### src/rtl/ps2_tx.sv
// ps2_tx: PS/2 host-to-device transmitter. Sends one command byte over the open-drain PS/2
// lines via active-high pull-low enables and reports the device ACK or a timeout.
module ps2_tx #(
  parameter int INHIBIT_CYC = 5000,
  parameter int TIMEOUT_CYC = 750000
) (
  input  logic       clk,
  input  logic       rst_n,
  input  logic [7:0] tx_data,
  input  logic       tx_start,
  input  logic       ps2_clk_in,
  input  logic       ps2_data_in,
  output logic       ps2_clk_oe,
  output logic       ps2_data_oe,
  output logic       busy,
  output logic       done,
  output logic       err
);
  localparam int CW = $clog2((TIMEOUT_CYC > INHIBIT_CYC ? TIMEOUT_CYC : INHIBIT_CYC) + 1);
  typedef enum logic [2:0] {IDLE, INHIBIT, RTS, DATA, ACK, WAIT_IDLE, ERR} state_t;
  state_t state;
  logic [2:0] clk_sync;
  logic [1:0] data_sync;
  logic [9:0] sh;
  logic [3:0] bitcnt;
  logic [CW-1:0] cnt;
  logic clk_s, data_s, fall, timeout, to_err;
  assign clk_s = clk_sync[1];
  assign data_s = data_sync[1];
  assign fall = clk_sync[2] & ~clk_sync[1];
  assign timeout = cnt == CW'(TIMEOUT_CYC - 1);
  // A timeout coinciding with a device edge is not a timeout; a clean bus beats a timeout in WAIT_IDLE.
  assign to_err = ((state == RTS || state == DATA || state == ACK) && timeout && !fall)
               || (state == ACK && fall && data_s)
               || (state == WAIT_IDLE && timeout && !(clk_s && data_s));
  always_ff @(posedge clk or negedge rst_n) begin
    if (!rst_n) begin
      state <= IDLE;
      clk_sync <= '1;
      data_sync <= '1;
      sh <= '0;
      bitcnt <= '0;
      cnt <= '0;
      ps2_clk_oe <= 1'b0;
      ps2_data_oe <= 1'b0;
      busy <= 1'b0;
      done <= 1'b0;
      err <= 1'b0;
    end else begin
      clk_sync <= {clk_sync[1:0], ps2_clk_in};
      data_sync <= {data_sync[0], ps2_data_in};
      done <= 1'b0;
      err <= 1'b0;
      cnt <= fall ? '0 : cnt + CW'(1);
      case (state)
        IDLE: if (tx_start && !busy && !done) begin
          sh <= {1'b1, ~^tx_data, tx_data};
          busy <= 1'b1;
          ps2_clk_oe <= 1'b1;
          cnt <= '0;
          state <= INHIBIT;
        end
        INHIBIT: begin
          cnt <= cnt + CW'(1);
          if (cnt == CW'(INHIBIT_CYC - 2)) ps2_data_oe <= 1'b1;
          if (cnt == CW'(INHIBIT_CYC - 1)) begin
            ps2_clk_oe <= 1'b0;
            cnt <= '0;
            state <= RTS;
          end
        end
        RTS, DATA: if (fall) begin
          ps2_data_oe <= ~sh[0];
          sh <= {1'b1, sh[9:1]};
          bitcnt <= state == RTS ? 4'd1 : bitcnt + 4'd1;
          if (state == DATA && bitcnt == 4'd9) state <= ACK;
          else state <= DATA;
        end
        ACK: if (fall && !data_s) begin
          cnt <= '0;
          state <= WAIT_IDLE;
        end
        WAIT_IDLE: if (clk_s && data_s) begin
          done <= 1'b1;
          busy <= 1'b0;
          state <= IDLE;
        end
        default: state <= IDLE;
      endcase
      if (to_err) begin
        err <= 1'b1;
        busy <= 1'b0;
        ps2_clk_oe <= 1'b0;
        ps2_data_oe <= 1'b0;
        cnt <= '0;
        state <= ERR;
      end
    end
  end
endmodule

### config.mk
export PLATFORM = sky130hd
export DESIGN_NAME = ps2_tx
export DESIGN_NICKNAME = d
export VERILOG_FILES = /design/src/rtl/ps2_tx.sv
export SDC_FILE = /design/constraint.sdc
export NUM_CORES = 1
export LEC_CHECK = 0
export ABC_AREA = 1
export BUFFER_PORTS_ARGS = -buffer_cell sky130_fd_sc_hd__buf_2
export CORE_MARGIN = 4
export CORE_UTILIZATION = 60
export CTS_CLUSTER_SIZE = 16
export DETAILED_ROUTE_END_ITERATION = 7
export PLACE_DENSITY = 0.79
export SLEW_MARGIN = 0
export SYNTH_ARGS = -nofsm -noshare
export SYNTH_HDL_FRONTEND = slang
export SYNTH_SLANG_ARGS = --single-unit
### constraint.sdc
create_clock -name clk -period 2.18 [get_ports clk]
set_clock_uncertainty 0.05 [all_clocks]
set_input_delay 0.436 -clock clk [delete_from_list [all_inputs] [get_ports clk]]
set_output_delay 0.436 -clock clk [all_outputs]
set_load 0.1 [all_outputs]
==> Word-level counts from Yosys, hierarchy flattened <==
Cells that the tools add are included.
{ "totals": {"input_bits": 13, "word_cells": 98, "ff_bits": 47} }
{ "classes": {"addsub": 2, "mux": 32, "n_eq_ne": 17, "bitwise_logic": 3, "reduce_logical": 33} }
{ "ops": {"columns": ["cell", "count"], "rows": [
  ["$mux W20", 5],
  ["$pmux W20 S3", 1],
  ["$eq A20 B13 Y1 const B", 2],
  ["$mux W3", 7],
  ["$add A20 B1 Y20 const B", 1],
  ["$eq A20 B20 Y1 const B", 1],
  ["$mux W10", 2],
  ["$pmux W10 S2", 1],
  ["$pmux W3 S5", 1],
  ["$ne A3 B3 Y1 const B", 4],
  ["$reduce_and A3 Y1", 4],
  ["$logic_and A1 B1 Y1", 11],
  ["$mux W1", 11],
  ["$reduce_bool A3 Y1", 3],
  ["$reduce_xnor A8 Y1", 1],
  ["$eq A3 B2 Y1 const B", 2],
  ["$eq A3 B3 Y1 const B", 2],
  ["$ne A3 B2 Y1 const B", 2],
  ["$pmux W1 S2", 3],
  ["$logic_not A1 Y1", 5],
  ["$reduce_and A5 Y1", 1],
  ["$add A4 B1 Y4 const B", 1],
  ["$eq A4 B4 Y1 const B", 1],
  ["$logic_or A1 B1 Y1", 4],
  ["other kinds (9)", 11]
]} }

==> Longest topological paths before layout <==
Gate-level depths: netlist (run 1).
{ "logic_depth": {"word_depth": 9, "mapped_depth": 12} }

==> Least setup slack after synthesis (run 1) <==
OpenSTA, ideal clock, no wires.
{ "synth_path": {"path_kind": "flip-flop to flip-flop", "from": "register busy", "to": "register cnt[5]", "period_less_slack_ns": 1.890, "t_arrival_ns": 1.771, "path_stages_with_launch": 10, "setup_slack_ns": 0.290, "required_time_ns": 2.061, "setup_ns": 0.069, "n_path_buf": 1, "path_cell_list": "dfrtp_1 > nor2_1 > nand2_1 > a21boi_0 > nor2_1 > nand3_2 > nand2_4 > inv_6 > buf_12 > nor2_2"} }
{ "synth_via": {"elab_chain_len": 6} }
{ "synth_lines": {"columns": ["item", "line", "text"], "rows": [
  ["from (decl)", "15", "output logic busy,"],
  ["from (signal assigned)", "46", "busy <= 1'b0;"],
  ["from (signal assigned)", "58", "busy <= 1'b1;"],
  ["from (signal assigned)", "85", "busy <= 1'b0;"],
  ["$logic_not A1 Y1", "56", "IDLE: if (tx_start && !busy && !done) begin"],
  ["$logic_and A1 B1 Y1 (2 in a row)", "56", null],
  ["$mux W20", "56", null],
  ["$pmux W20 S3", "55", "case (state)"],
  ["$mux W20", "90", "if (to_err) begin"],
  ["to (signal assigned)", "54", "cnt <= fall ? '0 : cnt + CW'(1);"],
  ["to (signal assigned)", "64", "cnt <= cnt + CW'(1);"],
  ["to (decl)", "26", "logic [CW-1:0] cnt;"]
]} }
No other way between the ends.
A chain may end at the register's enable or synchronous reset.

==> Worst setup path after layout (run 1) <==
{ "layout_path": {"from": "register cnt[0]", "to": "register state[1]"} }
{ "layout_via": {"elab_chain_len": 7} }
{ "layout_lines": {"columns": ["item", "line", "text"], "rows": [
  ["$eq A20 B20 Y1", "31", "assign timeout = cnt == CW'(TIMEOUT_CYC - 1);"],
  ["$logic_and A1 B1 Y1 (2 in a row)", "33", "assign to_err = ((state == RTS || state == DATA || state == ACK) && timeout && !fall)"],
  ["$logic_or A1 B1 Y1", "34", "|| (state == ACK && fall && data_s)"],
  ["$logic_or A1 B1 Y1", "35", "|| (state == WAIT_IDLE && timeout && !(clk_s && data_s));"],
  ["$ne A3 B2 Y1 (no source line) / $ne A3 B3 Y1 (equally long branches)", null, null],
  ["$reduce_and A5 Y1 (no source line)", null, null],
  ["to (signal assigned)", "38", "state <= IDLE;"],
  ["to (signal assigned)", "61", "state <= INHIBIT;"],
  ["to (signal assigned)", "69", "state <= RTS;"],
  ["to (decl)", "21", "state_t state;"]
]} }
Parallel ways exist; a longest one is shown, timed or not.

==> results of run 1 <==
critical path, stage by stage (launching register included):
cell,delay (ns)
dfrtp_1,0.40
ha_1,0.26
nand3_2,0.14
inv_2,0.09
nand3_1,0.07
nor2_1,0.11
nand2_1,0.17
nand2_1,0.13
nand2_1,0.05
inv_1,0.09
nand3_1,0.07
nand2_1,0.07
how the worst min path moves through the flow:
stage                              to  slack, ns  cells after the start
6_report         state[0]$_DFFE_PN0P_       0.05                      1
5_1_grt          state[0]$_DFFE_PN0P_       0.08                      1
4_1_cts          state[0]$_DFFE_PN0P_       0.06                      1
3_5_place_dp   data_sync[1]$_DFF_PN1_       0.30                      0
3_3_place_gp    clk_sync[1]$_DFF_PN1_       0.30                      0
2_1_floorplan   bitcnt[0]$_DFFE_PN0P_       0.09                      0
cell type report:
cell class,count,area [sq um]
Clock buffer,6,72.6
Clock inverter,2,12.5
Fill cell,367,1450
Timing Repair Buffer,18,105
Sequential cell,47,1180
Tap cell,52,65.1
Inverter,46,178
Multi-Input combinational cell,244,1320
Yosys cell counts (2+ instances only):
library cell	count	area, sq um
nand2_2	6	37.5
nand2_4	2	22.5
nand4_1	6	37.5
dfstp_2	5	131
buf_4	2	15.0
xnor2_1	8	70.1
inv_1	41	154
o21ai_1	3	15.0
ha_1	4	50.1
nor2_2	13	81.3
nand2_1	76	285
a31oi_1	3	18.8
inv_2	3	11.3
nand3_2	5	50.1
nor2_1	43	161
o21ai_0	13	65.1
a21oi_1	5	25.0
nand3_1	21	105
and3_1	2	12.5
nor2_4	3	33.8
nor3_1	3	15.0
dfrtp_1	42	1050
xor2_1	14	123
o211ai_1	6	45.0
flip-flops by register name (all words and copies together) (netlist names), 2 cells and up:
name and cells:
sh 10, clk_sync 3, cnt 20, data_sync 2, state 3, bitcnt 4
metal layers:
layer	track usage	up-vias	part of all wire
li1	-	1110	-
met1	0.284	998	0.49
met2	0.303	31	0.47
met3	0.0488	6	0.029
met4	0.0485	0	0.011
met5	0	-	0
power by group:
group / internal, uW / switching (uW)
Sequential: 1080 / 152
Clock: 224 / 289
Combinational: 365 / 860
placed cells by master, fill, tap and decap left out, types with 2 or more instances in the layout:
master     n
and3_1     2
clkbuf_8   5
nand2_2    6
nand3_1   21
a21oi_1    5
o211ai_1   6
buf_2     17
nor2_4     3
dfrtp_1   42
xor2_1    14
inv_2      3
o21ai_1    3
inv_1     41
nor3_1     3
nand2_4    2
xnor2_1    8
nor2_1    43
nand3_2    5
dfstp_2    5
nand2_1   76
ha_1       4
nor2_2    13
a31oi_1    3
nand4_1    6
o21ai_0   13
per-stage QoR:
stage,instances,util
after floorplan,342,-
after global placement,407,0.650
after detailed placement,407,0.650
after CTS,415,0.670
after global routing,415,0.670
final,415,0.670
kinds of logic after synthesis:
group | synth area share
AO/OA/AOI/OAI | 0.0701
XOR/XNOR | 0.0705
adder cells (fa/ha/maj) | 0.0183
buffers and inverters | 0.0838
flip-flops | 0.433
AND/OR/NAND/NOR | 0.325
==> reports/qor.yml, run 1 <==
outcome: "finished, final reports clean"
drt-wirelength-per-cell_microns: 12.0
cp-start-kind: "register"
finish.instance_area_sq_um: 2940
coreArea_sq_um: 4380
gp_congestion: 0.934
cp.required_ns: 2.38
crit_type: "reg -> reg"
yosysWarnings: 0
finalHoldViolCount: 0
final.min_clock_period_ns: 1.75
arrival_ns: 1.95
drive_gt1_frac: 0.182
start_util: 0.623
slew_viol_final: 0
fin_tns_setup_ns: 0
post_cts_resized: 0
antenna_found_initial: 0
layout_setup_ws_ns: 0.426
post-place-ws_ns: 0.429
die_y_microns: 75.5
num_antenna_cells: 0
postCtsHoldBufs: 0
worstSkewPairLatency_ns: 0.30
cp_max_fo: 6
cp-end-kind: "register"
grt_max_degree: 27
syn-instance-count: 342
vias: 2145
power_uw: 2970
cts-root-buf: "clkbuf_8"
worstMarginPinSlew_ns: 0.521
grt_pass1_vias: 1933
maxSlewHeadroom: 0.653
max_cap_viol_count: 0
timing.hold.ws_ns: 0.0523
drc_errors: 0
grt-ovfl-total: 0
rsz0062_at_grt: "no"
avgViaCountPerCell: 5.17
reg2reg_slack_ns: 0.43
cellLeakagePower_uw: 0.00142
netlist_area_sq_um: 2730
cts.clk_slew.worst_paths_ns: 0.09
clk_path_buf_depth: 2
ant_nets: 0
grt_pass1_wl_mm: 8.62
fin_nets: 379
r2r-end: "state[1]$_DFFE_PN0P_"
dpl-instance-area_sq_um: 2850
portBuffers: 17
cp-endpoint: "state[1]$_DFFE_PN0P_"
syn2layout_area_growth_pct: 7.46
max_freq_mhz: 570
synth_seq_area_share: 0.433
post_cts.repair.setup_buffers: 0
grt_util_all_layers: 0.198
synthesis.nets: 359
power_density_nw_per_um2: 1010
reg2regPathDepth: 11
async_reset_ff_frac: 1.00
die-area_sq_um: 5700
dr.pass1.iters: 4
htreeDepth: 2
routed_wirelength_mm: 4.97
synth_edf_count: 0
ys_seq_elements: 47
vdd_drop_max_mv: 0.617
cts_tree: "built"
row_count: 24
io_pins: 18
fp.dieW_microns: 75.5
hpwl_mm: 3.82
syn_avg_cell_area_sq_um: 7.99
synth_cell_types: 37
finalCritPeriodShare: 0.805
hold_path.class: "in -> async"
dr.first_iter.drc_count: 136
numCtsBuffers: 5
setup_viol: 0
synth-main-ff-cell: "dfrtp_1"
reg2reg_from: "cnt[0]$_DFF_PN0_"
crit_start: "cnt[0]$_DFF_PN0_"
clock_sinks: 47
Power figures use the tool's default switching activity.
==> run 2: changes to the inputs <==
==> constraint.sdc (replaced) <==
create_clock -name clk -period 1.8 [get_ports clk]
set_clock_uncertainty 0.05 [all_clocks]
set_input_delay 0.36 -clock clk [delete_from_list [all_inputs] [get_ports clk]]
set_output_delay 0.36 -clock clk [all_outputs]
set_load 0.1 [all_outputs]
==> reports/qor.yml, run 2 (synthesis results as in run 1) <==
outcome: "finished, final reports clean"
antenna_found_initial: 0  # unchanged
crit_top_cell: "nand3_2"
final.min_clock_period_ns: 1.67  # -0.0874 ns
finalHoldViolCount: 0  # unchanged
ant_nets: 0  # unchanged
crit_family: "simple AND/OR/NAND/NOR gates"
reg_top3: "cnt x20, sh x10, bitcnt x4"
gp_congestion: 0.935  # +0.15%
row_count: 24  # unchanged
grt_max_degree: 30  # +11%
cp-start-kind: "register"
avgViaCountPerCell: 5.27  # +2.0%
critPathSlowestCell: "dfrtp_1"
final_cell_mix: "nand2_1, nor2_1, inv_1"
syn2layout_area_growth_pct: 9.71
coreArea_sq_um: 4380  # unchanged
worstSkewPairLatency_ns: 0.30  # about the same
drive_gt1_frac: 0.202  # +0.0204
register_area_sq_um: 1190  # +0.32%
cts.clk_slew.worst_paths_ns: 0.08  # about the same
cts-root-buf: "clkbuf_8"
max_freq_mhz: 600  # +5.2%
final_core_util: 0.684  # +0.0140
grt-ovfl-total: 0  # unchanged
clock_sinks: 47  # unchanged
fill_cells: 371  # +1.1%
dpl-instance-area_sq_um: 2870  # +0.61%
multiInputGateArea_sq_um: 1340  # +1.3%
vdd_drop_max_mv: 0.672  # +9.0%
power_density_nw_per_um2: 1240  # +23%
finalCritPeriodShare: 0.926  # +0.121
num_antenna_cells: 0  # unchanged
hpwl_mm: 3.84  # +0.49%
finish.instance_area_sq_um: 3000  # +2.1%
die-area_sq_um: 5700  # unchanged
rsz0062_at_grt: "no"
layout_commonest_cell: "nand2_1"
slew_viol_final: 0  # unchanged
cp.required_ns: 1.94  # -0.44 ns
hold_path.class: "in -> reg"
grt_util_all_layers: 0.197  # -0.00155
fin_nets: 382  # +0.79%
routed_wirelength_mm: 5.13  # +3.2%
setup_viol: 0  # unchanged
grt_pass1_wl_mm: 8.56  # -0.65%
drc_errors: 0  # unchanged
dr.first_iter.drc_count: 122  # -10%
io_pins: 18  # unchanged
clk_path_buf_depth: 2  # unchanged
crit_type: "reg -> reg"
slowest_delay_ns: 0.44  # +0.04 ns
cp-end-kind: "register"
largest-register: "cnt"
cp_max_fo: 18  # +12
drt-wirelength-per-cell_microns: 12.3  # +2.4%
cellLeakagePower_uw: 0.00144  # +1.4%
cts_tree: "built"
dpl.cell_count: 409  # +0.49%
layout_setup_ws_ns: 0.133  # -0.293 ns
start_util: 0.623  # unchanged
grt_pass1_vias: 1982  # +2.5%
htreeDepth: 2  # unchanged
post-place-ws_ns: 0.105  # -0.325 ns
final_cells: 418  # +0.72%
max_cap_viol_count: 0  # unchanged
vias: 2203  # +2.7%
die_y_microns: 75.5  # unchanged
largest_reg_flops: 20  # unchanged
critPathBufInv: 1  # -1
arrival_ns: 1.81  # -0.14 ns
fp.dieW_microns: 75.5  # unchanged
fin_tns_setup_ns: 0  # unchanged
numCtsBuffers: 5  # unchanged
maxSlewHeadroom: 0.678  # +0.0256
dr.pass1.iters: 5  # +1
worstMarginPinSlew_ns: 0.486  # -0.0351 ns
portBuffers: 17  # unchanged
path_cells: "ha_4 > nand3_2 > nor3_1 > nand3_2 > nand3_2 > nand2_4 > inv_6 > nor2_1"
==> run 2: path summary, 6_finish.rpt <==
kind | startpoint | endpoint | slack, ns | cells past startpoint
min in group asynchronous | rst_n | ps2_clk_oe$_DFFE_PN0P_ | 0.48 | 2
setup reg to reg | cnt[0]$_DFF_PN0_ | cnt[18]$_DFF_PN0_ | 0.13 | 8
hold reg to reg | data_sync[0]$_DFF_PN1_ | data_sync[1]$_DFF_PN1_ | 0.31 | 0
hold / removal | ps2_clk_in | clk_sync[0]$_DFF_PN1_ | 0.10 | 1
max in group asynchronous | rst_n | clk_sync[1]$_DFF_PN1_ | 0.65 | 3
setup / recovery | cnt[0]$_DFF_PN0_ | cnt[18]$_DFF_PN0_ | 0.13 | 8
==> run 2: worst reg2reg max path, stage by stage, from the launching register on <==
cell	delay, ns
dfrtp_1	0.44
ha_4	0.18
nand3_2	0.11
nor3_1	0.22
nand3_2	0.15
nand3_2	0.11
nand2_4	0.07
inv_6	0.16
nor2_1	0.07
==> run 2: stage by stage <==
stage	hold WS [ns]	power, uW
floorplan	0.0144	2780
global placement	0.278	2990
detailed placement	0.283	3030
CTS	0.0964	3720
global route	0.0837	4030
finish	0.104	3720
==> run 2: layout make-up <==
type,instances,share of cell area
Multi-Input combinational cell,244,0.447
Sequential cell,47,0.396
Inverter,46,0.0593
Timing Repair Buffer,21,0.0434
Clock buffer,8,0.0334
Tap cell,52,0.0217
==> run 2: metal layers <==
| layer | up-vias | share of wire | global-route usage |
|---|---|---|---|
| met5 | - | 0 | 0 |
| met4 | 0 | 0.013 | 0.0660 |
| met3 | 7 | 0.049 | 0.0422 |
| met2 | 56 | 0.45 | 0.298 |
| met1 | 1018 | 0.49 | 0.281 |
| li1 | 1122 | - | - |
==> run 2: power by group <==
group / switching, uW / internal [uW]
combinational: 1070 / 467
clock: 330 / 351
sequential: 193 / 1310
==> run 2: what timing repair did <==
| item | CTS | global route |
|---|---|---|
| hold buffers | 1 | 0 |
| setup endpoints to repair | 0 | 16 |
| hold endpoints to repair | 18 | 0 |
| gates resized for setup | 0 | 5 |
| buffers inserted | 0 | 0 |
